File: src/rtl/angstrom_pkg.sv
// Shared constants for the OUT-port UART transmitter.
// FSM state encoding and default sizing.
package angstrom_pkg;

  localparam int CLKS_PER_BIT_DEF = 16;
  localparam int FIFO_DEPTH_DEF   = 4;

  typedef enum logic [2:0] {
    IDLE   = 3'd0,
    START  = 3'd1,
    DATA   = 3'd2,
    PARITY = 3'd3,
    STOP   = 3'd4
  } tx_state_e;

endpackage

File: src/rtl/out_fifo.sv
// Synchronous byte FIFO with wrap-bit pointers.
// Pushes into a full FIFO and pops from an empty one are ignored.
module out_fifo
  import angstrom_pkg::*;
#(
  parameter int DEPTH = FIFO_DEPTH_DEF
) (
  input  logic       clk,
  input  logic       rst_n,
  input  logic       push,
  input  logic       pop,
  input  logic [7:0] din,
  output logic [7:0] dout,
  output logic       full,
  output logic       empty
);

  localparam int AW = $clog2(DEPTH);

  logic [AW:0] wr_ptr;
  logic [AW:0] rd_ptr;
  logic [7:0]  mem [DEPTH];

  assign empty = (wr_ptr == rd_ptr);
  assign full  = (wr_ptr[AW] != rd_ptr[AW]) &&
                 (wr_ptr[AW-1:0] == rd_ptr[AW-1:0]);
  assign dout  = mem[rd_ptr[AW-1:0]];

  always_ff @(posedge clk) begin
    if (!rst_n) begin
      wr_ptr <= '0;
      rd_ptr <= '0;
    end else begin
      if (push && !full)
        wr_ptr <= wr_ptr + 1'b1;
      if (pop && !empty)
        rd_ptr <= rd_ptr + 1'b1;
    end
  end

  always_ff @(posedge clk) begin
    if (push && !full)
      mem[wr_ptr[AW-1:0]] <= din;
  end

endmodule

File: src/rtl/out_uart_tx.sv
// Buffered 8N1 UART transmitter fed by the CPU OUT port.
// Define OUT_UART_PARITY_EN to add an even-parity bit (8E1).
module out_uart_tx
  import angstrom_pkg::*;
#(
  parameter int CLKS_PER_BIT = CLKS_PER_BIT_DEF,
  parameter int FIFO_DEPTH   = FIFO_DEPTH_DEF
) (
  input  logic       clk_i,
  input  logic       rst_n_i,
  input  logic       wr_en_i,
  input  logic [7:0] data_i,
  output logic       full_o,
  output logic       busy_o,
  output logic       ovf_o,
  output logic       tx_o
);

  localparam int BW = $clog2(CLKS_PER_BIT);
  localparam logic [BW-1:0] BAUD_MAX = BW'(CLKS_PER_BIT - 1);

  tx_state_e     state;
  logic [BW-1:0] baud;
  logic [2:0]    bit_cnt;
  logic [7:0]    shreg;
  logic          tx_q;
  logic          ovf;
  logic          pop;
  logic          tc;
  logic          f_empty;
  logic          f_full;
  logic [7:0]    f_dout;

  out_fifo #(
    .DEPTH (FIFO_DEPTH)
  ) u_fifo (
    .clk   (clk_i),
    .rst_n (rst_n_i),
    .push  (wr_en_i),
    .pop   (pop),
    .din   (data_i),
    .dout  (f_dout),
    .full  (f_full),
    .empty (f_empty)
  );

  assign tc  = (baud == BAUD_MAX);
  assign pop = !f_empty &&
               ((state == IDLE) ||
                (state == STOP && tc));

  assign full_o = f_full;
  assign busy_o = (state != IDLE) || !f_empty;
  assign ovf_o  = ovf;
  assign tx_o   = tx_q;

  always_ff @(posedge clk_i) begin
    if (!rst_n_i) begin
      state   <= IDLE;
      baud    <= '0;
      bit_cnt <= '0;
      shreg   <= '0;
      tx_q    <= 1'b1;
      ovf     <= 1'b0;
    end else begin
      if (wr_en_i && f_full)
        ovf <= 1'b1;
      if (state == IDLE || tc)
        baud <= '0;
      else
        baud <= baud + BW'(1);
      unique case (state)
        IDLE: begin
          if (pop) begin
            shreg <= f_dout;
            state <= START;
            tx_q  <= 1'b0;
          end
        end
        START: begin
          if (tc) begin
            state   <= DATA;
            bit_cnt <= '0;
            tx_q    <= shreg[0];
          end
        end
        DATA: begin
          if (tc) begin
            if (bit_cnt == 3'd7) begin
`ifdef OUT_UART_PARITY_EN
              state <= PARITY;
              tx_q  <= ^shreg;
`else
              state <= STOP;
              tx_q  <= 1'b1;
`endif
            end else begin
              bit_cnt <= bit_cnt + 3'd1;
              tx_q    <= shreg[bit_cnt + 3'd1];
            end
          end
        end
`ifdef OUT_UART_PARITY_EN
        PARITY: begin
          if (tc) begin
            state <= STOP;
            tx_q  <= 1'b1;
          end
        end
`endif
        STOP: begin
          if (tc) begin
            // Chain straight into the next frame when data waits
            if (pop) begin
              shreg <= f_dout;
              state <= START;
              tx_q  <= 1'b0;
            end else begin
              state <= IDLE;
              tx_q  <= 1'b1;
            end
          end
        end
        default: begin
          state <= IDLE;
          tx_q  <= 1'b1;
        end
      endcase
    end
  end

endmodule

File: config.mk
export PLATFORM = sky130hd
export DESIGN_NAME = out_uart_tx
export DESIGN_NICKNAME = d
export VERILOG_FILES = /design/src/rtl/angstrom_pkg.sv /design/src/rtl/out_fifo.sv /design/src/rtl/out_uart_tx.sv
export SDC_FILE = /design/constraint.sdc
export NUM_CORES = 1
export LEC_CHECK = 0
export CAP_MARGIN = 20
export CORE_UTILIZATION = 53
export DETAILED_ROUTE_END_ITERATION = 16
export PLACE_DENSITY = 0.82
export SLEW_MARGIN = 20
export SYNTH_ARGS = -nofsm -noshare
export SYNTH_HDL_FRONTEND = slang
export SYNTH_SLANG_ARGS = --single-unit
File: constraint.sdc
create_clock -name clk_i -period 1.86 [get_ports clk_i]
set_input_delay 0.372 -clock clk_i [delete_from_list [all_inputs] [get_ports clk_i]]
set_output_delay 0.372 -clock clk_i [all_outputs]
set_load 0.1 [all_outputs]
==> results of run 1 <==
[sequential cells by signal, indices dropped and copies added, names as in the netlist, named ones only]
register and cells:
baud 4, bit_cnt 3, ovf_o 1, shreg 8, state 3, tx_o 1
u_fifo.mem 32, u_fifo.rd_ptr 3, u_fifo.wr_ptr 3
[cells by family (layout without fill, tap and decap cells)]
kind of cell | count (synthesis) | after routing | synth area share [%]
muxes | 20 | 20 | 12.5
xor gates and xnor gates | 10 | 10 | 3.93
adders and majority gates | 8 | 8 | 3.83
DFF | 60 | 60 | 58.2
and+or+nand+nor | 56 | 56 | 12.9
AOI/OAI and AO/OA | 22 | 22 | 6.42
buffers and inverters | 14 | 51 | 2.20
[layout make-up]
class,count,area [um2]
clock buffer,12,145
clock inverter,3,15.0
fill,328,1480
inverter,7,26.3
multi-input combinational,116,1100
sequential,60,1530
tap,67,83.8
timing repair buffer,29,334
[final timing paths]
| path | startpoint | endpoint | slack (ns) | cells after the start |
|---|---|---|---|---|
| min | baud[0] | baud[0] | 0.45 | 1 |
| max | u_fifo.wr_ptr[2] | busy_o | -0.06 | 4 |
| min reg2reg | baud[0] | baud[0] | 0.45 | 1 |
| max reg2reg | bit_cnt[0] | tx_o | 0.04 | 6 |
[through the flow]
step / instance area [um2] / instances
floorplan: 2630 / 190
global placement: 3000 / 277
detailed placement: 3000 / 277
CTS: 3200 / 293
global route: 3240 / 294
finish: 3240 / 294
[layer usage]
metal,up-vias,global-route usage (%)
li1,761,-
met1,787,24.3
met2,32,34.1
met3,11,7.64
met4,0,8.06
met5,-,0
[critical path, cell delays in order (launching register included)]
cell and delay, ns:
dfxtp_2 0.34, xor2_2 0.19, nand3b_4 0.17, or3_4 0.35
buf_12 0.17
[Yosys cell counts]
cell type   n
edfxtp_1   32
nand3_1     2
xor2_1      3
ha_1        8
nand3b_4    1
o21a_1      1
clkbuf_1    4
nand3_2     1
xnor2_2     2
o31a_1      1
nand2_1     8
nor3_1      1
clkbuf_2    1
nand2b_1    2
o311a_1     1
and2_1      8
dfxtp_1    28
o22ai_1     1
o211ai_1    1
mux2i_1    10
or3_4       1
buf_4       1
xnor2_1     5
a21oi_1     5
or2_1       1
o211a_1     1
and3_1      2
inv_1       7
buf_1       1
nor2b_1    13
a31oi_1     2
nor2_1      8
mux4_2     10
nor3b_1     3
o21ai_1     2
or3_1       4
o2bb2ai_1   1
a31oi_4     1
a211o_1     1
o221ai_1    1
nand2_4     1
a21boi_1    3
[what timing repair did]
item | in CTS | in global routing
buffers inserted | 1 | 1
hold buffers | 0 | 0
setup endpoints to repair | 3 | 3
resized for setup | 10 | 7
pin swaps | 2 | 3
[power breakdown]
group / switching (uW) / internal (uW)
clock: 467 / 506
combinational: 664 / 679
sequential: 169 / 1580
==> results.sh, run 1 <==
export IMPL_yosysSeqAreaShare_pct=58.2
export IMPL_crit_required_ns=1.49
export IMPL_critPathMaxFanout=3
export IMPL_avgSynthCellArea_um2=13.8
export IMPL_ant_nets=0
export IMPL_ys_warn_count=0
export IMPL_hold_ws_ns=0.453
export IMPL_cts_tree="yes"
export IMPL_synth_cell_types=42
export IMPL_syn2layout_area_growth_pct=24.0
export IMPL_period_share_pct=103
export IMPL_num_vias=1591
export IMPL_cts_buffers=9
export IMPL_fin_ws_ns=-0.0572
export IMPL_synthTopCellsByArea="edfxtp_1 (37%), dfxtp_1 (21%), mux4_2 (8.6%), ha_1 (3.8%), mux2i_1 (3.8%)"
export IMPL_wl_per_cell_um=15.6
export IMPL_ir_worst_vdd_mv=0.733
export IMPL_place_ws_ns=-0.00108
export IMPL_drive_gt1_share_pct=28.2
export IMPL_setup_tns_ns=-0.0572
export IMPL_hpwl_mm=3.16
export IMPL_layout_common_cells="edfxtp_1 (32), dfxtp_1 (19), nor2b_1 (12)"
export IMPL_grt_ovfl_total=0
export IMPL_grt_max_degree=22
export IMPL_htreeDepth=3
export IMPL_nNetsFinal=242
export IMPL_initial_core_util_pct=55.3
export IMPL_setup_worst_path_class="reg -> out"
export IMPL_drc=0
export IMPL_synth_seq_cells=60
export IMPL_clk_pin_slew_worst_paths_ns=0.07
export IMPL_grt_pass1_wl_mm=7.62
export IMPL_maxSlewHeadroom_pct=72.9
export IMPL_die_width_um=72.2
export IMPL_synthesis_area_um2=2610
export IMPL_place_gp_congestion=0.776
export IMPL_root_buffer="clkbuf_8"
export IMPL_numPortBuffers=14
export IMPL_wl_met2_mm=2.37
export IMPL_maxSlewViolCount=0
export IMPL_worstPathArrival_ns=1.55
export IMPL_die_h_um=72.2
export IMPL_routed_top_layer="met4"
export IMPL_cts_sinks=60
export IMPL_synth_fp_nets=209
export IMPL_synth_cells=190
export IMPL_hold_viol_final=0
export IMPL_grt_usage_pct=20.5
export IMPL_power_density_nw_per_um2=1250
export IMPL_antenna_found_initial=0
export IMPL_timing_fmax_ghz=0.522
export IMPL_coreArea_um2=4720
export IMPL_end_kind="output port"
export IMPL_rsz0062_at_grt="yes"
export IMPL_diodes=0
export IMPL_skew_ns=0.00911
export IMPL_drt_met1_wl_mm=1.94
export IMPL_period_needed_ns=1.92
export IMPL_drt_wl_total_mm=4.60
export IMPL_insertion_delay_ns=0.33
export IMPL_drt_initial_drc_count=70
export IMPL_vias_per_cell=5.41
export IMPL_synth_top_area_cell="edfxtp_1"
export IMPL_ios=15
export IMPL_rows=25
export IMPL_synth_top_area_share_pct=36.8
export IMPL_final_common_cell="edfxtp_1"
export IMPL_crit_path_start_kind="register"
export IMPL_outcome="finished with violations"
export IMPL_cellLeakagePower_uw=0.00121
export IMPL_violations="setup timing"
export IMPL_first_global_vias=1599
export IMPL_dieArea_um2=5210
export IMPL_clk_path_buf_depth=2
export IMPL_setup_viol=1
export IMPL_maxCapViolCount=0
export IMPL_routed_wl_met3_um=169
export IMPL_power_uw=4060
export IMPL_hold_path_class="reg -> reg"
export IMPL_drtPass1Iterations=4
export IMPL_tightest_slew_ns=0.406
export IMPL_final_util_pct=68.6
Note: power is estimated with default switching activity, not from simulation.
==> inputs of run 2 (changes only) <==
CORE_MARGIN = 2   (was unset)
==> results.sh, run 2 (synthesized netlist as in run 1, its figures left out) <==
export IMPL_ir_worst_vdd_mv=0.686
export IMPL_clkPwrFrac_pct=31.0
export IMPL_period_needed_ns=1.91
export IMPL_p_sw_share_pct=30.1
export IMPL_cts_tree="yes"
export IMPL_die_width_um=74.2
export IMPL_syn2layout_area_growth_pct=29.5
export IMPL_maxSlewHeadroom_pct=72.9
export IMPL_numPortBuffers=14
export IMPL_hold_ws_ns=0.450
export IMPL_min_delay_start="baud[0]"
export IMPL_dieArea_um2=5510
export IMPL_insertion_delay_ns=0.34
export IMPL_worstPathArrival_ns=1.54
export IMPL_htreeDepth=3
export IMPL_drt_wl_total_mm=4.68
export IMPL_vias_per_cell=5.31
export IMPL_cts_buffers=9
export IMPL_skew_ns=0.0101
export IMPL_final_common_cell="edfxtp_1"
export IMPL_wl_per_cell_um=15.6
export IMPL_final_cell_area_um2=3380
export IMPL_setup_worst_path_class="reg -> out"
export IMPL_hold_buffers=0
export IMPL_pwr_share_seq_pct=37.9
export IMPL_cellLeakagePower_uw=0.00127
export IMPL_grt_usage_pct=19.3
export IMPL_period_share_pct=103
export IMPL_maxCapViolCount=0
export IMPL_num_vias=1599
export IMPL_p_comb_share_pct=31.1
export IMPL_crit_path_start_kind="register"
export IMPL_rows=25
export IMPL_maxSlewViolCount=0
export IMPL_drive_gt1_share_pct=32.1
export IMPL_layout_common_cells="edfxtp_1 (32), dfxtp_1 (19), buf_4 (18)"
export IMPL_initial_core_util_pct=55.3
export IMPL_reg2reg_from="bit_cnt[0]"
export IMPL_ios=15
export IMPL_hold_path_class="reg -> reg"
export IMPL_drtPass1Iterations=4
export IMPL_place_gp_congestion=0.786
export IMPL_diodes=0
export IMPL_clk_path_buf_depth=2
export IMPL_p_int_uw=3180
export IMPL_tightest_slew_ns=0.407
export IMPL_place_ws_ns=0.00560
export IMPL_largest_reg_flops=32
export IMPL_grt_ovfl_total=0
export IMPL_drt_initial_drc_count=39
export IMPL_rsz0062_at_grt="yes"
export IMPL_grt_pass1_wl_mm=7.68
export IMPL_fin_ws_ns=-0.0486
export IMPL_critPathMaxFanout=2
export IMPL_setup_viol=1
export IMPL_cts_sinks=60
export IMPL_root_buffer="clkbuf_8"
export IMPL_outcome="finished with violations"
export IMPL_first_global_vias=1657
export IMPL_nNetsFinal=248
export IMPL_drc=0
export IMPL_final_cells=301
export IMPL_hpwl_mm=2.95
export IMPL_clk_pin_slew_worst_paths_ns=0.07
export IMPL_p_switching_uw=1370
export IMPL_placed_cells=276
export IMPL_antenna_found_initial=0
export IMPL_ant_nets=0
export IMPL_grt_max_degree=22
export IMPL_violations="setup timing"
export IMPL_crit_required_ns=1.49
export IMPL_coreArea_um2=4720
export IMPL_power_density_nw_per_um2=1340
export IMPL_die_h_um=74.2
export IMPL_end_kind="output port"
export IMPL_placed_cell_area_um2=2990
export IMPL_hold_viol_final=0
export IMPL_timing_fmax_ghz=0.524
export IMPL_critPathLaunch="u_fifo.rd_ptr[2]"
-- run 2: final cells by class --
class,instances,area [um2]
flip-flops and latches,60,1550
fillers,289,1340
multi-input cells,116,1110
repair buffers,35,375
clock buffers,9,124
clock inverters,7,115
well taps,67,83.8
inverters,7,26.3
-- run 2: power groups by stage --
stage	Clock (uW)	Combinational, uW	Sequential, uW
floorplan	0	932	1730
detailed placement	0	1290	1750
global route	1460	1520	1740
global placement	0	1250	1740
CTS	1420	1380	1730
finish	1410	1410	1720
-- run 2: critical path: stages (launching register included) --
cell      delay (ns)
dfxtp_2         0.34
xor2_2          0.18
nand3b_4        0.16
or3_4           0.34
buf_12          0.17
-- run 2: timing repair --
| action | 4_1_cts | 5_1_grt |
|---|---|---|
| setup endpoints to repair | 3 | 6 |
| setup buffers | 5 | 4 |
| pin swaps | 4 | 6 |
| gates resized for setup | 18 | 6 |
-- run 2: per-layer routing --
layer	track usage, %	vias to the layer above	share of wire [%]
met1	23.3	775	45
met4	10.3	0	2.1
met2	32.3	39	50
met3	4.61	12	3.0
li1	-	773	-
met5	0	-	0
-- run 2: worst paths after layout --
| check | depth (start not counted) | to | slack, ns |
|---|---|---|---|
| max | 4 | busy_o | -0.05 |
| min reg2reg | 1 | baud[0] | 0.45 |
| max reg2reg | 6 | tx_o | 0.09 |
| min | 1 | baud[0] | 0.45 |
-- run 2: stage by stage --
step / total power (uW) / setup TNS, ns / util, %
floorplan: 2670 / 0 / -
global placement: 2990 / 0 / 63.3
detailed placement: 3030 / 0 / 63.3
CTS: 4520 / -0.0451 / 70.6
global route: 4730 / -0.0931 / 71.6
finish: 4540 / -0.0486 / 71.6
